==> config.mk <==
export PLATFORM = sky130hd
export DESIGN_NAME = rgb2grey_frame_ctrl
export DESIGN_NICKNAME = d
export VERILOG_FILES = /design/src/rtl/rgb2grey_pkg.sv /design/src/rtl/rgb2grey_frame_ctrl_grey_shift_add.sv /design/src/rtl/rgb2grey_frame_ctrl.sv
export SDC_FILE = /design/constraint.sdc
export NUM_CORES = 1
export LEC_CHECK = 0
export CORE_ASPECT_RATIO = 1.2
export CORE_MARGIN = 8
export CORE_UTILIZATION = 30
export CTS_BUF_LIST = sky130_fd_sc_hd__clkbuf_8 sky130_fd_sc_hd__clkbuf_16
export DETAILED_ROUTE_END_ITERATION = 10
export PLACE_DENSITY_LB_ADDON = 0.08
export SLEW_MARGIN = 25
export SYNTH_ARGS = -nofsm -noshare
export SYNTH_HDL_FRONTEND = slang
export SYNTH_SLANG_ARGS = --single-unit
==> constraint.sdc <==
create_clock -name clk -period 2.8 [get_ports clk]
set_input_delay 0.28 -clock clk [delete_from_list [all_inputs] [get_ports clk]]
set_output_delay 0.28 -clock clk [all_outputs]
set_load 0.005 [all_outputs]
==> src/rtl/rgb2grey_pkg.sv <==
// rgb2grey_pkg: shared state encoding, pixel widths and channel slices for the grey frame controller
package rgb2grey_pkg;
  localparam int PIX_W = 24;
  localparam int GREY_W = 8;
  localparam int CH_W = 8;
  localparam int P0_LO = 0;
  localparam int P1_LO = 8;
  localparam int P2_LO = 16;
  typedef enum logic [1:0] {IDLE, RUN, DRAIN, DONE} state_t;
endpackage

==> src/rtl/rgb2grey_frame_ctrl_grey_shift_add.sv <==
// grey_shift_add: combinational shift-add RGB to grey converter (max 244, never wraps)
module grey_shift_add
  import rgb2grey_pkg::*;
(
  input  logic [PIX_W-1:0]  rgb,
  output logic [GREY_W-1:0] grey
);
  logic [CH_W-1:0] p0, p1, p2;
  assign p0 = rgb[P0_LO +: CH_W];
  assign p1 = rgb[P1_LO +: CH_W];
  assign p2 = rgb[P2_LO +: CH_W];
  assign grey = (p2 >> 2) + (p2 >> 5) + (p2 >> 6)
              + (p1 >> 1) + (p1 >> 4) + (p1 >> 6) + (p1 >> 7)
              + (p0 >> 4) + (p0 >> 5) + (p0 >> 6);
endmodule

==> src/rtl/rgb2grey_frame_ctrl.sv <==
// rgb2grey_frame_ctrl: frame sequencer streaming FRAME_W x FRAME_H pixels to grey with line/frame markers; LUMA_STATS_EN adds min/max luma
module rgb2grey_frame_ctrl
  import rgb2grey_pkg::*;
#(
  parameter int FRAME_W = 640,
  parameter int FRAME_H = 480,
  parameter int XW = $clog2(FRAME_W),
  parameter int YW = (FRAME_H > 1) ? $clog2(FRAME_H) : 1
) (
  input  logic              clk,
  input  logic              rst_n,
  input  logic              start,
  input  logic              abort,
  input  logic              s_valid,
  output logic              s_ready,
  input  logic [PIX_W-1:0]  s_rgb,
  output logic              m_valid,
  input  logic              m_ready,
  output logic [GREY_W-1:0] m_grey,
  output logic              m_sol,
  output logic              m_eol,
  output logic              m_eof,
  output logic              busy,
  output logic              done,
  output logic              aborted
`ifdef LUMA_STATS_EN
  ,
  output logic [GREY_W-1:0] luma_min,
  output logic [GREY_W-1:0] luma_max
`endif
);
  localparam logic [XW-1:0] X_LAST = XW'(FRAME_W - 1);
  localparam logic [YW-1:0] Y_LAST = YW'(FRAME_H - 1);
  state_t state, state_nx;
  logic [XW-1:0] x;
  logic [YW-1:0] y;
  logic [GREY_W-1:0] grey;
  logic kill, accept, last;
  grey_shift_add u_conv (.rgb(s_rgb), .grey(grey));
  assign kill = abort && (state == RUN || state == DRAIN);
  assign s_ready = state == RUN && !abort && (!m_valid || m_ready);
  assign accept = s_valid && s_ready;
  assign last = x == X_LAST && y == Y_LAST;
  assign busy = state != IDLE;
  assign done = state == DONE;
  always_comb begin
    state_nx = state;
    state_nx = kill ? IDLE :
               state == IDLE  ? (start ? RUN : IDLE) :
               state == RUN   ? (accept && last ? DRAIN : RUN) :
               state == DRAIN ? (!m_valid || m_ready ? DONE : DRAIN) : IDLE;
  end
  always_ff @(posedge clk or negedge rst_n) begin
    if (!rst_n) begin
      state <= IDLE;
      aborted <= 1'b0;
    end else begin
      state <= state_nx;
      aborted <= kill;
    end
  end
  always_ff @(posedge clk or negedge rst_n) begin
    if (!rst_n) begin
      x <= '0;
      y <= '0;
      m_valid <= 1'b0;
      m_grey <= '0;
      m_sol <= 1'b0;
      m_eol <= 1'b0;
      m_eof <= 1'b0;
    end else if (kill) begin
      x <= '0;
      y <= '0;
      m_valid <= 1'b0;
    end else if (accept) begin
      m_valid <= 1'b1;
      m_grey <= grey;
      m_sol <= x == '0;
      m_eol <= x == X_LAST;
      m_eof <= last;
      x <= x == X_LAST ? '0 : x + 1'b1;
      if (x == X_LAST) y <= y == Y_LAST ? '0 : y + 1'b1;
    end else if (m_ready) begin
      m_valid <= 1'b0;
    end
  end
`ifdef LUMA_STATS_EN
  always_ff @(posedge clk or negedge rst_n) begin
    if (!rst_n) begin
      luma_min <= '1;
      luma_max <= '0;
    end else if (state == IDLE && start) begin
      luma_min <= '1;
      luma_max <= '0;
    end else if (m_valid && m_ready) begin
      if (m_grey < luma_min) luma_min <= m_grey;
      if (m_grey > luma_max) luma_max <= m_grey;
    end
  end
`endif
endmodule

-- Word-level counts from Yosys, hierarchy flattened
Index checks and enable logic that the tools add are counted.
- logic and storage cells: 61
- flip-flop bits (word level): 34
- bitwise logic cells: 1
- add/sub/neg operators: 11
- equality and inequality tests: 5
- multiplexer cells: 17
- reductions and logical operators: 18
- operator list (cell ; number):
    2-to-1 mux 9 bit ; 4
    2-to-1 mux 10 bit ; 3
    adder 8 x 2 -> 8 bit ; 3
    adder 8 x 4 -> 8 bit ; 2
    adder 10 x 1 -> 10 bit (second input constant) ; 1
    equality test 10 bit (second input constant) ; 1
    logical NOT 10 bit ; 1
    2-to-1 mux 2 bit ; 5
    adder 9 x 1 -> 9 bit (second input constant) ; 1
    equality test 9 bit (second input constant) ; 1
    adder 8 x 1 -> 8 bit ; 1
    adder 8 x 3 -> 8 bit ; 1
    adder 8 x 7 -> 8 bit ; 1
    adder 6 x 3 -> 7 bit ; 1
    logical AND 1 bit ; 6
    nonzero test 2 bit ; 3
    2-to-1 mux 1 bit ; 5
    equality test 2 bit (second input constant) ; 2
    AND reduction 2 bit ; 2
    nonzero test 3 bit ; 1
    equality test 2 x 1 -> 1 bit (second input constant) ; 1
    logical NOT 1 bit ; 2
    logical NOT 2 bit ; 1
    logical OR 1 bit ; 2
    NOT 1 bit ; 1

-- Longest topological paths before layout
Gate-level depths: netlist of the first run.
- word-level depth: 9
- depth in mapped cells: 17
- gate-level depth less buffers: 17

-- Hierarchy
A second synthesis of the first run with hierarchy kept.
- cells, all modules: 288
- area total of the unflattened synthesis: 2711.4 µm²
- by module, submodules not included (module ; times used ; area an instance (µm²) ; cells an instance ; seq. area each (µm²)):
    rgb2grey_frame_ctrl ; 1 ; 1767.9 ; 186 ; 850.8
    grey_shift_add ; 1 ; 943.4 ; 102 ; 0.0

-- Worst setup path after synthesis of the first run
Ideal clock, no wire load.
- path type: input port to flip-flop
- from: input s_rgb[18]
- to: register m_grey[7]
- data arrival time: 4.178 ns
- setup time: 0.154 ns
- setup slack: -1.533 ns
- stages on the path: 17
- buffers on the path: 0
- cells stage by stage: ha_1 > inv_1 > fa_1 > inv_1 > fa_1 > inv_1 > fa_1 > fa_1 > fa_1 > inv_1 > ha_1 > inv_1 > fa_1 > nor2b_1 > o31a_1 > o311ai_0 > o311ai_0
- longest elaborated chain between the ends: 9
- ends and longest elaborated chain (element ; line ; RTL):
    from (decl) ; rgb2grey_frame_ctrl.sv:16 ; input logic [PIX_W-1:0] s_rgb,
    adder 6 x 3 -> 7 bit ; rgb2grey_frame_ctrl_grey_shift_add.sv:12 ; assign grey = (p2 >> 2) + (p2 >> 5) + (p2 >> 6)
    adder 8 x 2 -> 8 bit ; rgb2grey_frame_ctrl_grey_shift_add.sv:12 ;
    adder 8 x 7 -> 8 bit ; rgb2grey_frame_ctrl_grey_shift_add.sv:13 ; + (p1 >> 1) + (p1 >> 4) + (p1 >> 6) + (p1 >> 7)
    adder 8 x 4 -> 8 bit ; rgb2grey_frame_ctrl_grey_shift_add.sv:13 ;
    adder 8 x 2 -> 8 bit ; rgb2grey_frame_ctrl_grey_shift_add.sv:13 ;
    adder 8 x 1 -> 8 bit ; rgb2grey_frame_ctrl_grey_shift_add.sv:13 ;
    adder 8 x 4 -> 8 bit ; rgb2grey_frame_ctrl_grey_shift_add.sv:14 ; + (p0 >> 4) + (p0 >> 5) + (p0 >> 6);
    adder 8 x 3 -> 8 bit ; rgb2grey_frame_ctrl_grey_shift_add.sv:14 ;
    adder 8 x 2 -> 8 bit ; rgb2grey_frame_ctrl_grey_shift_add.sv:14 ;
    to (signal assigned) ; rgb2grey_frame_ctrl.sv:77 ; m_grey <= grey;
    to (decl) ; rgb2grey_frame_ctrl.sv:19 ; output logic [GREY_W-1:0] m_grey,
No other way between the ends.
A chain may end at the register's enable or synchronous reset.

-- Worst setup path after layout of the first run
Ends and elaborated chain as after synthesis.

==> metrics, run 1 <==
min-delay worst type=in -> async; Num CTS Buffers=5; CP Cell Sequence=buf_6, ha_4, inv_2, fa_1, inv_1, fa_1, inv_1, fa_1, fa_1, fa_1, inv_2, ha_4, inv_2, fa_2, nor2b_2, o31a_1, o311ai_2, o311ai_1; CP Capture Type=register; Hold Buf Count CTS=0; post-synthesis sequential area ratio=30.2%; post-route cell area=3810 µm²; Post-Layout Cell Count=484; I/O pins=46; syn_area_per_cell=9.63 µm²; vias in the first global route=2441; Worst VDD drop=0.348 mV; Die Y-Extent=122 µm; PD cells=760 nW/µm²; Die Area=12800 µm²; CTS max path bufs=2; Reg-to-Reg End=x[6]$_DFFE_PN0P_; Yosys cell types=52; antenna violations before repair=0; P_sw=1120 µW; Gate Count Post-Synth=293; Min Clock Period, post-route=4.03 ns; first-pass GRT wire length=12000 µm; area grow syn2layout=35.0%; slowest library cell on the worst path=fa_1; max capacitance violation total=0; mapped cell area=2820 µm²; failing checks=negative setup slack; Total GRT Usage=11.6%; Clock power frac=13.3%; GP Congestion=0.797; DRC=0; Worst Path Required=2.96 ns; post-synthesis mux area share=1.11%; number of synthesized flops with an enable pin=0; XOR/XNOR Fraction of Synth Area=3.33%; CORE AREA=9080 µm²; total gr overflow=0; Seq pwr share=21.9%; reg2reg start=state[1]$_DFF_PN0_; Slew @ Worst Pin=0.787 ns; proportion of layout cells with a drive suffix above 1=22.5%; WP data arrival=4.20 ns; Register-to-Register Path Depth=7; CP Class=in -> reg; dpl cell area=3570 µm²; most frequent CP cell=fa_1; Routed WL per cell=14.4 µm; CTS tree=built; Worst-path clk slew=0.08 ns; Pint=1770 µW; final clock skew=0.00638 ns; routed vias/inst=4.88; Clock Latency Late Sink=0.29 ns; Logic pwr share=64.8%; Total Wirelength=6990 µm; outcome=finished, violations left; Root Driver=clkbuf_8; slack of the critical path=-1.23 ns; Antenna diodes=0; # setup viols final=7; H-Tree Depth=2; Post-Synthesis Net Count=371; simple-gate share of the synthesized area=18.0%; leakage power=0.00181 µW; Cell Count Post-Placement=472; Slowest Stage Delay on Critical Path=0.51 ns; asr flop ratio synth=100%; yosys warns=0; Die W=105 µm; Fin. Hold Viols=0; max-slew violation total from the final report=0; largest net degree at the start of global routing=35; final net count=441; hpwl dp=5470 µm; #FFs+latches synth=34; Compound-Gate Fraction of Synth Area=13.7%; Initial Util=31.1%; Sw Share=38.8%; setup repair after global routing missed its margin=true; via count=2361; Fmax=248 MHz; Sink Count=34; adder-cell area share of the yosys netlist=26.3%; top_reg_cell synth=dfrtp_1; Routed Antenna Nets=0; first drt pass iteration count=4; startpoint types=input port; Site Rows=38; FF-to-FF setup slack=0.66 ns; final period utilization=144%; input/output buffers=38; largest family of logic cells by synthesized area=adder cells; drt first-iter violations=49; Hold WS=0.0654 ns; Critical Path Fanout Max=3; Worst slew margin=47.6%
worst max-delay path: cells and delay by family:
family	cells	cell delay, ns
AOI/OAI and AO/OA	3	0.70
adders and majority gates	8	2.87
buffers and inverters	6	0.30
and+or+nand+nor	1	0.05
synth_stat cells, types with 5 or more instances:
library cell  instances  area (µm²)
inv_1                43         161
dfrtp_1              34         851
ha_1                 29         363
nand2_1              22        82.6
fa_1                 19         380
o21ai_0              15        75.1
a21oi_1              11        55.1
nand3_1              10        50.1
nor2_1                9        33.8
clkbuf_1              7        26.3
a31oi_1               6        37.5
nand4_1               6        37.5
nor3_1                5        25.0
what timing repair did:
item | CTS | global route
hold endpoints to repair | 0 | 0
setup buffers | 2 | 3
gates resized for setup | 33 | 17
setup endpoints to repair | 8 | 8
pin swaps | 16 | 19
power by group through the flow:
| stage | clock [µW] | combinational, µW | sequential, µW |
|---|---|---|---|
| 3_5_place_dp | 0 | 1630 | 646 |
| 4_1_cts | 404 | 1770 | 636 |
| 5_1_grt | 421 | 2120 | 650 |
| 3_3_place_gp | 0 | 1620 | 646 |
| 6_report | 386 | 1880 | 633 |
| 2_1_floorplan | 0 | 936 | 640 |
metal layers:
layer | wire [µm] | global-route usage [%] | share of wire (%)
met5 | 0 | 0 | 0
met4 | 114 | 4.44 | 1.6
met3 | 196 | 1.84 | 2.8
met2 | 3710 | 21.9 | 53
met1 | 2970 | 12.7 | 42
registers in the layout (all words and copies together), names as in the netlist:
signal	cells
state	2
m_sol	1
aborted	1
m_valid	1
m_eol	1
m_grey	8
x	10
m_eof	1
y	9
how the worst max path moves through the flow:
stage / start / end / slack (ns)
floorplan: s_rgb[18] / m_grey[7]$_DFFE_PN0P_ / -1.34
CTS: s_rgb[21] / m_grey[7]$_DFFE_PN0P_ / -1.39
detailed placement: s_rgb[21] / m_grey[7]$_DFFE_PN0P_ / -2.06
global route: s_rgb[18] / m_grey[7]$_DFFE_PN0P_ / -1.41
finish: s_rgb[18] / m_grey[7]$_DFFE_PN0P_ / -1.23
global placement: s_rgb[21] / m_grey[7]$_DFFE_PN0P_ / -2.04
logic make-up after synthesis:
group                    Yosys count
AND/OR/NAND/NOR                   87
adder cells (fa/ha/maj)           48
XOR/XNOR                           9
multiplexers                       3
AO/OA/AOI/OAI                     58
buffers and inverters             54
flip-flops                        34
placed cells by master (no fill, tap or decap), types with 4 or more instances in the layout:
master	count
a21o_1	4
dlymetal6s2s_1	4
nand3_1	10
nand2_1	21
nor2_1	9
dfrtp_1	34
nand4_1	6
buf_4	36
o21ai_0	11
inv_2	9
ha_4	6
a21oi_1	9
inv_1	34
and3_1	4
and2_1	4
nor3_1	5
ha_1	23
a31oi_1	6
clkdlybuf4s50_1	26
clkbuf_8	6
and4_1	4
fa_1	18
xnor2_1	4
cell type report:
cell class | instances | area (µm²)
Sequential cell | 34 | 851
Clock buffer | 6 | 82.6
Timing Repair Buffer | 74 | 654
Fill cell | 919 | 5270
Multi-Input combinational cell | 205 | 1900
Clock inverter | 2 | 12.5
Tap cell | 120 | 150
Inverter | 43 | 161
per-stage QoR:
| step | setup WS [ns] | util, % | TNS [ns] | power, µW |
|---|---|---|---|---|
| finish | -1.23 | 42.0 | -6.42 | 2900 |
| global route | -1.41 | 42.0 | -7.42 | 3190 |
| CTS | -1.39 | 40.9 | -7.52 | 2810 |
| detailed placement | -2.06 | 39.3 | -12.64 | 2270 |
| global placement | -2.04 | 39.3 | -12.74 | 2270 |
| floorplan | -1.34 | - | -6.92 | 1580 |
No activity file was read; power rests on OpenSTA's default activity.
==> run 2: changes to the inputs <==
--- a/config.mk
+++ b/config.mk
@@ -8,8 +8,9 @@
 export CORE_ASPECT_RATIO = 1.2
 export CORE_MARGIN = 8
 export CORE_UTILIZATION = 30
-export CTS_BUF_LIST = sky130_fd_sc_hd__clkbuf_8 sky130_fd_sc_hd__clkbuf_16
+export CTS_BUF_LIST = sky130_fd_sc_hd__clkbuf_8
 export DETAILED_ROUTE_END_ITERATION = 10
+export MAX_ROUTING_LAYER = met4
 export PLACE_DENSITY_LB_ADDON = 0.08
 export SLEW_MARGIN = 25
 export SYNTH_ARGS = -nofsm -noshare
==> run 2 against run 1 <==
Against the previous run: the flow still finishes with violations (negative setup slack); flip-flop and latch count did not move; die area is the same; sequential power is essentially flat; sequential share of layout area did not move; worst hold slack barely moved; global-route usage up 0.36 points; critical endpoint unchanged; highest routed layer unchanged; combinational power barely moved; clock skew barely moved; utilization is the same; critical path type unchanged; via count is 0.13% higher; cell count is the same; critical path depth unchanged.
==> metrics, run 2 (same netlist as run 1, synthesis figures left out) <==
outcome=finished, violations left; failing checks=negative setup slack; routed vias/inst=4.88 (+0.13%); largest net degree at the start of global routing=35 (unchanged); Worst VDD drop=0.347 mV (-0.38%); proportion of layout cells with a drive suffix above 1=22.5% (unchanged); input/output buffers=38 (unchanged); Worst slew margin=47.7% (+0.16 points); CP Class=in -> reg; Site Rows=38 (unchanged); GP Congestion=0.808 (+1.4%); max FFs per register=10 (unchanged); Register-to-Register Path Depth=7 (unchanged); Routed Antenna Nets=0 (unchanged); post-placement setup slack=-2.06 ns (unchanged); Antenna diodes=0 (unchanged); total power=2890 µW (-0.12%); Clock Latency Late Sink=0.29 ns (about the same); # setup viols final=7 (unchanged); most frequent CP cell=fa_1; max-slew violation total from the final report=0 (unchanged); WP data arrival=4.20 ns (about the same); min-delay worst type=in -> async; CP Capture Type=register; Die Y-Extent=122 µm (unchanged); CORE AREA=9080 µm² (unchanged); startpoint types=input port; Min Clock Period, post-route=4.03 ns (+0.00112 ns); Biggest register=x; final clock skew=0.00665 ns (+0.000273 ns); Slowest Stage Delay on Critical Path=0.51 ns (about the same); H-Tree Depth=2 (unchanged); Die Area=12800 µm² (unchanged); vias in the first global route=2441 (unchanged); drt first-iter violations=49 (unchanged); total gr overflow=0 (unchanged); final period utilization=144% (about the same); Root Driver=clkbuf_8; Hold Buf Count CTS=0 (unchanged); via count=2364 (+0.13%); commonest cells after routing, fill and taps aside=buf_4, inv_1, dfrtp_1; leakage power=0.00181 µW (unchanged); Die W=105 µm (unchanged); slack of the critical path=-1.23 ns (-0.00112 ns); first drt pass iteration count=4 (unchanged); DRC=0 (unchanged); Filler Cell Count=919 (unchanged); antenna violations before repair=0 (unchanged); I/O pins=46 (unchanged); hpwl dp=5470 µm (unchanged); final net count=441 (unchanged); CP Cell Sequence=buf_6, ha_4, inv_2, fa_1, inv_1, fa_1, inv_1, fa_1, fa_1, fa_1, inv_2, ha_4, inv_2, fa_2, nor2b_2, o31a_1, o311ai_2, o311ai_1; CTS tree=built; Worst-path clk slew=0.08 ns (about the same); slowest library cell on the worst path=fa_1; Total Wirelength=6990 µm (about the same); Fin. Hold Viols=0 (unchanged); Total GRT Usage=11.9% (+0.36 points); Regs by FF count=x (10), y (9), m_grey (8); max capacitance violation total=0 (unchanged); first-pass GRT wire length=12000 µm (about the same); area grow syn2layout=35.0% (unchanged); Num CTS Buffers=5 (unchanged); Routed WL per cell=14.4 µm (about the same); PD cells=759 nW/µm² (-0.12%); Initial Util=31.1% (unchanged); final core utilization=42.0% (unchanged); CTS max path bufs=2 (unchanged); setup repair after global routing missed its margin=true; Critical Path Fanout Max=3 (unchanged); most common cell after layout, fill and taps aside=buf_4; Sink Count=34 (unchanged); Fmax=248 MHz (about the same); Worst Path Required=2.96 ns (about the same); Slew @ Worst Pin=0.784 ns (-0.00239 ns)
-- run 2: cell counts in the layout (fill, tap and decap cells not counted) --
No cell type changed its count.
-- run 2: repair_timing --
item / in CTS / in global routing
setup endpoints to repair: 8 / 8
setup buffers: 2 / 3
pin swaps: 16 / 19
resized for setup: 33 / 17
hold endpoints to repair: 0 / 0
-- run 2: cell type report --
class                           instances  area [µm²]  share of cell area [%]
Timing Repair Buffer                   74         654                    17.2
Clock inverter                          2        12.5                   0.328
Multi-Input combinational cell        205        1900                    49.8
Tap cell                              120         150                    3.94
Inverter                               43         161                    4.24
Sequential cell                        34         851                    22.3
Clock buffer                            6        82.6                    2.17
-- run 2: worst paths after layout --
kind                                    start               endpoint  slack (ns)
min reg2reg                 m_eol$_DFFE_PN0P_      m_eol$_DFFE_PN0P_        0.48
max in group asynchronous               rst_n      aborted$_DFF_PN0_        2.23
max reg2reg                state[1]$_DFF_PN0_       x[6]$_DFFE_PN0P_        0.66
min                                     rst_n       x[3]$_DFFE_PN0P_        0.07
min in group clk            m_eol$_DFFE_PN0P_      m_eol$_DFFE_PN0P_        0.48
max                                 s_rgb[18]  m_grey[7]$_DFFE_PN0P_       -1.23
-- run 2: critical path, delay by kind of cell --
kind / cells / cell delay, ns
compound gates: 3 / 0.71
simple gates: 1 / 0.05
buf+inv: 6 / 0.30
fa+ha+maj: 8 / 2.87
-- run 2: stage by stage --
step | setup TNS [ns] | hold slack, ns | cells | instance area (µm²)
2_1_floorplan | -6.92 | -0.0156 | 293 | 2850
3_3_place_gp | -12.74 | 0.423 | 472 | 3570
3_5_place_dp | -12.64 | 0.416 | 472 | 3570
4_1_cts | -7.52 | 0.0987 | 482 | 3720
5_1_grt | -7.42 | 0.137 | 484 | 3810
6_report | -6.43 | 0.0654 | 484 | 3810
-- run 2: layer usage --
layer | share of wire [%] | global-route usage, % | vias up
li1 | - | - | 1165
met1 | 43 | 12.8 | 1155
met2 | 53 | 21.9 | 33
met3 | 2.5 | 1.68 | 11
met4 | 1.6 | 4.44 | 0
met5 | 0 | - | -
-- run 2: power breakdown --
part	internal (µW)	leakage (µW)	switching, µW
sequential	577	0.000459	55.6
clock	198	0.0000472	186
combinational	996	0.00130	879
total	1770	0.00181	1120
==> run 3: changes to the inputs <==
--- a/config.mk
+++ b/config.mk
@@ -10,8 +10,10 @@
 export CORE_UTILIZATION = 30
 export CTS_BUF_LIST = sky130_fd_sc_hd__clkbuf_8
 export DETAILED_ROUTE_END_ITERATION = 10
+export DONT_BUFFER_PORTS = 1
 export MAX_ROUTING_LAYER = met4
 export PLACE_DENSITY_LB_ADDON = 0.08
+export RECOVER_POWER = 100
 export SLEW_MARGIN = 25
 export SYNTH_ARGS = -nofsm -noshare
 export SYNTH_HDL_FRONTEND = slang
==> run 3 against run 2 <==
Against the previous run: non-clock buffer count down 48; worst hold slack better by 0.052 ns; clock power up 3%; the flow finishes with violations (max-capacitance violations, max-slew violations, negative setup slack).
==> metrics, run 3 (same netlist as run 1, synthesis figures left out) <==
outcome=finished, violations left; failing checks=max-capacitance violations, max-slew violations, negative setup slack; Total Wirelength=6890 µm (-1.5%); I/O pins=46 (unchanged); routed vias/inst=4.93 (+1.0%); Num CTS Buffers=5 (unchanged); DRC=0 (unchanged); # setup viols final=7 (unchanged); commonest cells after routing, fill and taps aside=inv_1, dfrtp_1, ha_1; final net count=393 (-11%); antenna violations before repair=0 (unchanged); hpwl dp=5500 µm (+0.56%); CTS max path bufs=2 (unchanged); Sw Share=40.7% (+2.0 points); CP endpoint=m_grey[7]$_DFFE_PN0P_; Slew @ Worst Pin=1.93 ns (+1.15 ns); max FFs per register=10 (unchanged); Multi-input gate area=1820 µm² (-4.1%); Clock Latency Late Sink=0.30 ns (about the same); Die Area=12800 µm² (unchanged); met3 GRT Util=2.41% (+0.73 points); Filler Cell Count=954 (+3.8%); CP Capture Type=register; Cell Count Post-Placement=425 (-10%); Die W=105 µm (unchanged); min-delay worst type=in -> reg; drt first-iter violations=72 (+47%); Min Clock Period, post-route=3.93 ns (-0.101 ns); Initial Util=31.1% (unchanged); first drt pass iteration count=5 (+1); TNS Setup=-5.88 ns (+0.550 ns); Sink Count=34 (unchanged); leakage power=0.00156 µW (-14%); slack of the critical path=-1.13 ns (+0.101 ns); PD cells=788 nW/µm² (+3.9%); CP Class=in -> reg; met1 Use GR=12.0% (-0.80 points); GR peak layer=met2; Site Rows=38 (unchanged); Regs by FF count=x (10), y (9), m_grey (8); input/output buffers=0 (-100%); CTS tree=built; Pint=1530 µW (-14%); largest net degree at the start of global routing=35 (unchanged); max-slew violation total from the final report=35 (+35); most common cell after layout, fill and taps aside=inv_1; area grow syn2layout=15.7%; Routed WL per cell=15.8 µm (+9.3%); M2 GR Usage=21.2% (-0.76 points); Critical Path Fanout Max=3 (unchanged); startpoint types=input port; Logic pwr share=59.0% (-5.9 points); Worst setup startpoint=s_rgb[18]; Die Y-Extent=122 µm (unchanged); Root Driver=clkbuf_8; final period utilization=140% (-3.6 points); Worst VDD drop=0.370 mV (+6.7%); Biggest register=x; max capacitance violation total=1 (+1); H-Tree Depth=2 (unchanged); WP data arrival=4.10 ns (-0.10 ns); Fin. Hold Viols=0 (unchanged); setup repair after global routing missed its margin=true; Hold WS=0.118 ns (+0.0522 ns); Worst slew margin=-28.7% (-76 points); Routed Antenna Nets=0 (unchanged); Reg-to-Reg End=x[6]$_DFFE_PN0P_; vias in the first global route=2335 (-4.3%); Seq pwr share=25.7% (+3.8 points); total gr overflow=0 (unchanged); GP Congestion=0.766 (-5.1%); final clock skew=0.00556 ns (-0.00109 ns); CORE AREA=9080 µm² (unchanged); Clock power frac=15.3% (+2.0 points); Register-to-Register Path Depth=7 (unchanged); P_sw=1050 µW (-6.5%); Worst-path clk slew=0.08 ns (about the same); Antenna diodes=0 (unchanged); proportion of layout cells with a drive suffix above 1=16.1% (-6.4 points); Fmax=254 MHz (+2.6%); Total GRT Usage=11.5% (-0.39 points); reg2reg start=state[1]$_DFF_PN0_; Post-Layout Cell Count=436 (-9.9%); via count=2151 (-9.0%); flip-flop and latch area=851 µm² (unchanged); Worst Path Required=2.97 ns (about the same); FF-to-FF setup slack=0.43 ns (-0.23 ns); first-pass GRT wire length=11700 µm (-2.9%)
run 3: worst min-delay path by stage:
stage	from	to	slack, ns	depth (start not counted)
after floorplan	rst_n	aborted$_DFF_PN0_	-0.02	0
after global placement	rst_n	state[1]$_DFF_PN0_	-0.01	0
after detailed placement	rst_n	state[1]$_DFF_PN0_	-0.01	0
after CTS	start	state[0]$_DFF_PN0_	0.11	2
after global routing	start	state[0]$_DFF_PN0_	0.17	2
final	start	state[0]$_DFF_PN0_	0.12	2
run 3: worst max-delay path: stages:
cell      delay [ns]
ha_4            0.12
inv_2           0.03
fa_1            0.47
inv_1           0.05
fa_1            0.47
inv_1           0.05
fa_1            0.49
fa_1            0.43
fa_1            0.52
inv_2           0.05
ha_4            0.15
inv_2           0.05
fa_2            0.21
nor2b_2         0.05
o31a_1          0.31
o311ai_2        0.24
o311ai_2        0.13
run 3: cell type report:
type / count / area share, %
multi-input cells: 205 / 55.8
flip-flops and latches: 34 / 26.1
repair buffers: 26 / 5.71
inverters: 43 / 4.94
well taps: 120 / 4.60
clock buffers: 6 / 2.53
clock inverters: 2 / 0.383
run 3: metal layers:
metal  up-vias  share of wire [%]
met2        32                 53
met1      1044                 41
met3        10                4.0
met5         -                  0
li1       1065                  -
met4         0                1.6
run 3: timing repair:
action / in CTS / in global routing
hold buffers: 2 / 0
endpoints found under the hold margin: 34 / 0
pin swaps: 1 / 4
endpoints found under the setup margin: 7 / 7
resized for setup: 2 / 6
buffers inserted: 0 / 1
run 3: power by group through the flow:
| stage | clock, µW | combinational [µW] | sequential, µW |
|---|---|---|---|
| floorplan | 0 | 936 | 640 |
| global placement | 0 | 1450 | 676 |
| detailed placement | 0 | 1440 | 677 |
| CTS | 412 | 1500 | 667 |
| global route | 430 | 1750 | 676 |
| finish | 394 | 1520 | 661 |
run 3: through the flow:
stage | setup WS (ns) | total power [µW] | area, µm² | utilization, %
global placement | -1.48 | 2120 | 3130 | 34.5
finish | -1.13 | 2570 | 3260 | 35.9
CTS | -1.14 | 2580 | 3260 | 35.9
floorplan | -1.34 | 1580 | 2850 | -
global route | -1.27 | 2850 | 3260 | 35.9
detailed placement | -1.50 | 2120 | 3130 | 34.5
